--- src/rtl/chunked_adder_if.sv ---
// Operand/result bundle for chunked_adder; the master side issues requests,
// the slave side (the adder) returns results and status.
interface chunked_adder_if #(
  parameter int WIDTH = 8
);
  logic             Start;
  logic             Sub;
  logic [WIDTH-1:0] A;
  logic [WIDTH-1:0] B;
  logic [WIDTH-1:0] Sum;
  logic             Carry;
  logic             Overflow;
  logic             Busy;
  logic             Done;

  modport master (
    output Start, Sub, A, B,
    input  Sum, Carry, Overflow, Busy, Done
  );

  modport slave (
    input  Start, Sub, A, B,
    output Sum, Carry, Overflow, Busy, Done
  );
endinterface

--- src/rtl/chunked_adder.sv ---
// Multi-cycle adder/subtractor: adds CHUNK bits per clock, LSB chunk first,
// and publishes Sum/Carry/Overflow with a one-cycle Done pulse.
module chunked_adder #(
  parameter int WIDTH = 8,
  parameter int CHUNK = 2
) (
  input  logic            clk,
  input  logic            rst,
  chunked_adder_if.slave  bus
);
  localparam int N  = WIDTH / CHUNK;
  localparam int CW = (N > 1) ? $clog2(N) : 1;

  typedef enum logic [1:0] {IDLE, RUN, DONE} state_t;

  state_t           state_reg, state_next;
  logic [WIDTH-1:0] a_reg, b_reg, partial_reg, sum_reg;
  logic             carry_reg, carry_out_reg, overflow_reg;
  logic [CW-1:0]    count_reg;

  logic [CHUNK-1:0] a_chunk, b_chunk, chunk_sum;
  logic [WIDTH-1:0] result;
  logic             chunk_carry, msb_carry_in, last, accept;

  // Subtraction is A + ~B + 1, so B is inverted at capture and Sub seeds the carry.
  always_comb begin
    a_chunk = a_reg[count_reg*CHUNK +: CHUNK];
    b_chunk = b_reg[count_reg*CHUNK +: CHUNK];
    {chunk_carry, chunk_sum} = {1'b0, a_chunk} + {1'b0, b_chunk} + {{CHUNK{1'b0}}, carry_reg};
    msb_carry_in = chunk_sum[CHUNK-1] ^ a_chunk[CHUNK-1] ^ b_chunk[CHUNK-1];
    last = (count_reg == CW'(N - 1));
    result = partial_reg;
    result[count_reg*CHUNK +: CHUNK] = chunk_sum;
    accept = bus.Start && (state_reg != RUN);
  end

  always_comb begin
    state_next = state_reg;
    case (state_reg)
      IDLE:    if (bus.Start) state_next = RUN;
      RUN:     if (last) state_next = DONE;
      DONE:    state_next = bus.Start ? RUN : IDLE;
      default: state_next = IDLE;
    endcase
  end

  always_ff @(posedge clk or posedge rst) begin
    if (rst) state_reg <= IDLE;
    else     state_reg <= state_next;
  end

  always_ff @(posedge clk or posedge rst) begin
    if (rst) begin
      a_reg         <= '0;
      b_reg         <= '0;
      partial_reg   <= '0;
      sum_reg       <= '0;
      carry_reg     <= 1'b0;
      carry_out_reg <= 1'b0;
      overflow_reg  <= 1'b0;
      count_reg     <= '0;
    end else if (accept) begin
      a_reg       <= bus.A;
      b_reg       <= bus.B ^ {WIDTH{bus.Sub}};
      carry_reg   <= bus.Sub;
      partial_reg <= '0;
      count_reg   <= '0;
    end else if (state_reg == RUN) begin
      partial_reg <= result;
      carry_reg   <= chunk_carry;
      if (last) begin
        sum_reg       <= result;
        carry_out_reg <= chunk_carry;
        overflow_reg  <= chunk_carry ^ msb_carry_in;
      end else begin
        count_reg <= count_reg + CW'(1);
      end
    end
  end

  assign bus.Sum      = sum_reg;
  assign bus.Carry    = carry_out_reg;
  assign bus.Overflow = overflow_reg;
  assign bus.Busy     = (state_reg == RUN);
  assign bus.Done     = (state_reg == DONE);
endmodule

--- src/flat_wrapper.sv ---
// flat-port wrapper written by rule: the top's interface ports become plain ports
module chunked_adder_flat 
#(
  parameter int WIDTH = 8,
  parameter int CHUNK = 2
)
  (clk, rst, bus_Start, bus_Sub, bus_A, bus_B, bus_Sum, bus_Carry, bus_Overflow, bus_Busy, bus_Done);
  chunked_adder_if #(.WIDTH(WIDTH)) bus_i ();
  input  logic clk;
  input  logic rst;
  input wire logic [$bits(bus_i.Start)-1:0] bus_Start;
  input wire logic [$bits(bus_i.Sub)-1:0] bus_Sub;
  input wire logic [$bits(bus_i.A)-1:0] bus_A;
  input wire logic [$bits(bus_i.B)-1:0] bus_B;
  output wire logic [$bits(bus_i.Sum)-1:0] bus_Sum;
  output wire logic [$bits(bus_i.Carry)-1:0] bus_Carry;
  output wire logic [$bits(bus_i.Overflow)-1:0] bus_Overflow;
  output wire logic [$bits(bus_i.Busy)-1:0] bus_Busy;
  output wire logic [$bits(bus_i.Done)-1:0] bus_Done;
  assign bus_i.Start = bus_Start;
  assign bus_i.Sub = bus_Sub;
  assign bus_i.A = bus_A;
  assign bus_i.B = bus_B;
  assign bus_Sum = bus_i.Sum;
  assign bus_Carry = bus_i.Carry;
  assign bus_Overflow = bus_i.Overflow;
  assign bus_Busy = bus_i.Busy;
  assign bus_Done = bus_i.Done;
  chunked_adder #(.WIDTH(WIDTH), .CHUNK(CHUNK)) u_core (.clk(clk), .rst(rst), .bus(bus_i));
endmodule
--- config.mk ---
export PLATFORM = sky130hd
export DESIGN_NAME = chunked_adder_flat
export DESIGN_NICKNAME = d
export VERILOG_FILES = /design/src/rtl/chunked_adder_if.sv /design/src/rtl/chunked_adder.sv /design/src/flat_wrapper.sv
export SDC_FILE = /design/constraint.sdc
export NUM_CORES = 1
export LEC_CHECK = 0
export ABC_AREA = 0
export BUFFER_PORTS_ARGS = -buffer_cell sky130_fd_sc_hd__buf_2
export CAP_MARGIN = 20
export CORE_MARGIN = 2
export CORE_UTILIZATION = 28
export DETAILED_ROUTE_END_ITERATION = 12
export MAX_ROUTING_LAYER = met4
export PLACE_DENSITY = 0.54
export SLEW_MARGIN = 5
export SYNTH_ARGS = -nofsm -noshare
export SYNTH_HDL_FRONTEND = slang
export SYNTH_SLANG_ARGS = --single-unit
--- constraint.sdc ---
create_clock -name clk -period 3.8 [get_ports clk]
set_input_delay 0.19 -clock clk [delete_from_list [all_inputs] [get_ports clk]]
set_output_delay 0.19 -clock clk [all_outputs]
set_load 0.01 [all_outputs]
# Word-level counts from Yosys, hierarchy flattened
# Index checks and enable logic that the tools add are counted.
classes:
  addsub: 4
  multipliers: 0
  div: 0
  order_cmp: 0
  n_eq_ne: 7
  shifts: 4
  n_mux: 12
  bitwise_logic: 5
  n_reduce_logical: 6
op_table:
  columns: ["cell", "count"]
  rows:
  - ["3-bit negator with 34-bit output", 1]
  - ["2-bit by 34-bit variable shift with 8-bit output (first input constant)", 1]
  - ["2-bit by 34-bit indexed part select with 8-bit output", 1]
  - ["8-bit 2-to-1 mux", 2]
  - ["8-bit by 4-bit indexed part select with 2-bit output", 2]
  - ["2-bit 2-to-1 mux", 5]
  - ["8-bit bitwise mux", 1]
  - ["8-bit XOR", 1]
  - ["2-bit case mux with 3 select lines", 1]
  - ["2-bit == test (second input constant)", 2]
  - ["2-bit by 1-bit inequality test with 1-bit output (second input constant)", 2]
  - ["2-bit inequality test (second input constant)", 2]
  - ["2-bit AND reduction", 2]
  - ["2-bit by 2-bit adder with 3-bit output", 1]
  - ["3-bit by 1-bit adder with 3-bit output", 1]
  - ["1-bit 2-to-1 mux", 3]
  - ["3-bit AND reduction", 1]
  - ["1-bit XOR", 3]
  - ["2-bit by 1-bit adder with 2-bit output (second input constant)", 1]
  - ["2-bit by 1-bit == test with 1-bit output (second input constant)", 1]
  - ["2-bit zero test", 1]
  - ["2-bit nonzero test", 1]
  - ["1-bit logical AND", 1]
  - ["1-bit inverter", 1]
word_totals:
  register_bits: 39
  latch_bits: 0
  ram_bits: 0
  rom_bits: 0
  inputBits: 20
  wordCells: 47
  mem_count: 0

# Longest topological paths before layout
logic_depth:
  ltp_word: 7
  mapped_depth: 7
  depth_no_buf: 6

# Least setup slack after synthesis
# Ideal clock, no wire load.
synth_timing:
  path_kind: "reg-to-reg"
  start: "reg u_core.count_reg[0]"
  end: "reg u_core.overflow_reg, in the netlist u_core.bus.Overflow"
  setup_time_ps: 76
  arrival_ps: 2658
  required_time_ps: 3724
  setup_slack_ps: 1065
  stages_incl_launch_ff: 8
  path_buffers: 1
  period_less_slack_ps: 2735
  path_cell_list: "dfrtp_1 buf_6 mux4_2 fa_1 fa_1 xor2_1 xnor3_1 o21ai_1"
synth_between:
  elab_chain_len: 6
  word_cells_on_any_way: 9
  classes_between: "add/sub (2); eq/ne (1); shift (2); bitwise (3); reduce/logical (1)"
synth_lines:
  columns: ["item", "line", "source"]
  rows:
  - ["from (decl)", "chunked_adder.sv:19", "logic [CW-1:0] count_reg;"]
  - ["from (signal assigned)", "chunked_adder.sv:76", "count_reg <= count_reg + CW'(1);"]
  - ["8-bit by 4-bit indexed part select with 2-bit output, on equally long branches", "chunked_adder.sv:27, chunked_adder.sv:28", null]
  - ["2-bit by 2-bit adder with 3-bit output", "chunked_adder.sv:29", "{chunk_carry, chunk_sum} = {1'b0, a_chunk} + {1'b0, b_chunk} + {{CHUNK{1'b0}}, carry_reg};"]
  - ["3-bit by 1-bit adder with 3-bit output", "chunked_adder.sv:29", null]
  - ["1-bit XOR (2 in series)", "chunked_adder.sv:30", "msb_carry_in = chunk_sum[CHUNK-1] ^ a_chunk[CHUNK-1] ^ b_chunk[CHUNK-1];"]
  - ["1-bit XOR", "chunked_adder.sv:74", "overflow_reg <= chunk_carry ^ msb_carry_in;"]
  - ["to (signal assigned)", "chunked_adder.sv:74", null]
  - ["to (decl)", "chunked_adder.sv:18", "logic carry_reg, carry_out_reg, overflow_reg;"]
# Parallel ways exist; a longest one is shown, timed or not.
# A chain may end at the register's enable or synchronous reset.

# Worst setup path after layout
# Ends and elaborated chain as after synthesis.

==> impl_metrics.ini <==
[final_layout]
n_fill_cell = 698
antenna_cells = 0
nets = 230
final_cells = 283
areaGrowthSynthToFinish_pct = 18.31
design_area_um2 = 2256
drive_gt1_share_pct = 27.09

[timing]
fin_skew_ns = 0.004590
post-route-period-util_pct = 71.75
maxClockFrequency_ghz = 0.3668
finalMaxSlewViolations = 0
fin_crit_ns = 2.726
rsz0062_at_grt = no
worstMarginPinSlew_ns = 0.7327
relSlewSlack_pct = 51.00
setup_viol = 0
tns_ns = 0
worst_slack_ns = 1.074
hold_violations = 0

[grt]
antenna_found_initial = 0
grt_first_pass_wirelength_mm = 6.617
grt-ovfl-total = 0
grt_use_total_pct = 11.85
grt_max_degree = 28
grt_pass1_vias = 1346

[logic_synthesis]
synth.distinct_cells = 31
synthTopCellsByArea = dfrtp_1 (51%), o21ai_0 (6.0%), mux2_2 (4.7%)
ys_ff_latch = 39
ys_seq_area_share_pct = 51.18
synth_top_area_share_pct = 51.18
synth_warnings = 0
synthCells = 168
synth.largest_area_cell = dfrtp_1
syn_avg_cell_area_um2 = 11.35
mappedNetlistNets = 196
post_synth_instance_area_um2 = 1907

[floorplan]
rows = 30
die_width_um = 86.53
die_h_um = 86.53
start_util_pct = 28.54
pin_count = 32
fp.coreArea_um2 = 6681
die_area_um2 = 7487

[worst_setup_path]
path_cells = mux4_2, fa_1, fa_1, xor2_1, xnor3_1, o21ai_1
endpoint_kind = flip-flop
startpoint_type = flip-flop
r2r-start = u_core.count_reg[0]
path_max_fanout = 4
crit_start = u_core.count_reg[0]
critPathMaxStageDelay_ns = 0.55
worstSetupPathType = reg -> reg
cp_top_family = adder cells
critPathBufInv = 0
cp_slowest_cell = mux4_2
crit_path_frequent_cell = fa_1
cp.required_ns = 4.00
cp_data_arrival_time_ns = 2.93

[pwr]
leakagePower_nw = 1.026
ir_drop_mv = 0.3018
p_per_area_nw_per_um2 = 881.4
power.total_mw = 1.988

[detailed_routing]
detail_route.first_pass.iterations = 4
wirelength_mm = 3.897
drtIter0Drc = 32
drc = 0
wirelength_met1_mm = 1.792
post_drt_wl_per_cell_um = 13.77
viasPerCell = 4.608
postRouteAntennaNets = 0
num_vias = 1304
met3WireLength_um = 159
wl_met2_mm = 1.893
dr.max_layer_used = met4

[flow_run]
max-cap-violations = 0

[hold_path]
worstHoldStart = bus_A[2]
worstHoldPathType = in -> reg

[placement]
portBuffers = 31
dp_cells = 273
dpl.hpwl_mm = 2.750
post-place-ws_ns = 1.066
gp_congestion = 0.7656
placed_area_um2 = 2137

[clocking]
cts_root_buffer = clkbuf_8
cts_setup_buffers = 0
cts_made_buffers = 5
clockBufferDepth = 2
clkTransAtPathRegs_ns = 0.07
clk_latency_ns = 0.29
tritoncts = done
htreeDepth = 2
clock-sinks = 39

[run_status]
status = complete, no violations
[cells in the final DEF (no fill, tap or decap), types with 2 or more instances in the layout]
cell and n:
xnor2_1 8, mux2_2 8, buf_2 31, nand2_1 11
mux4_2 4, fa_1 2, inv_1 4, o21ai_0 23
nand3_1 8, mux2_1 2, inv_2 2, o21ai_1 12
ha_1 6, clkbuf_8 5, dfrtp_1 39, a31oi_1 6
a41oi_1 2, clkbuf_1 2, buf_4 2, nor2b_1 13
[logic make-up (layout without fill, tap and decap cells)]
logic type	count (synthesis)	in the layout	share of synthesized area, %
adders and majority gates	8	8	6.037
and+or+nand+nor	37	37	10.17
AOI/OAI and AO/OA	45	45	12.86
DFF	39	39	51.18
buffers and inverters	14	49	3.280
muxes	15	15	11.16
xor gates and xnor gates	10	10	5.315
[metrics by stage]
step | hold WS (ns) | util, %
final | 0.1208 | 33.76
after global placement | 0.4196 | 31.99
after CTS | 0.1096 | 33.20
after floorplan | 0.3247 | -
after detailed placement | 0.4172 | 31.99
after global routing | 0.1174 | 33.76
[metal layers]
| layer | global-route usage, % | up-vias |
|---|---|---|
| li1 | - | 657 |
| met1 | 14.37 | 614 |
| met2 | 19.09 | 27 |
| met3 | 3.429 | 6 |
| met4 | 3.835 | 0 |
| met5 | - | - |
[synth_stat cells (all sizes together)]
master,instances
a22o,1
mux4,4
a41oi,2
nor3b,1
o22ai,1
a31oi,6
clkbuf,5
xnor3,1
nand3,8
fa,2
mux2i,1
mux2,10
ha,6
xor2,1
nand3b,1
nor2,2
nand2,11
buf,3
dfrtp,39
inv,6
o21ai,35
nand2b,1
nor2b,13
xnor2,8
[final cells by class]
class	count	area, um2	area share, %
clock inverter	1	5.005	0.2219
timing repair buffer	35	207.7	9.207
inverter	6	22.52	0.9983
tap	80	100.1	4.437
sequential	39	975.9	43.26
clock buffer	7	76.32	3.383
multi-input combinational	115	868.3	38.49
[where the power goes]
part           internal, mW  total (mW)  switching, mW
Combinational         0.515        1.01          0.494
Sequential            0.597       0.713          0.116
Clock                 0.129       0.267          0.138
[final timing paths]
kind | endpoint | slack [ns] | depth (start not counted)
max | u_core.bus.Overflow | 1.07 | 6
max reg2reg | u_core.bus.Overflow | 1.07 | 6
min reg2reg | u_core.bus.Sum[7] | 0.48 | 2
min | u_core.a_reg[2] | 0.12 | 2
max in group asynchronous | u_core.partial_reg[7] | 2.89 | 4
min in group asynchronous | u_core.count_reg[1] | 0.41 | 3
[repair_timing]
action                    in CTS  in global routing
resized for setup              0                  0
hold buffers                   0                  1
hold endpoints to repair       0                  4
Power figures use the tool's default switching activity.
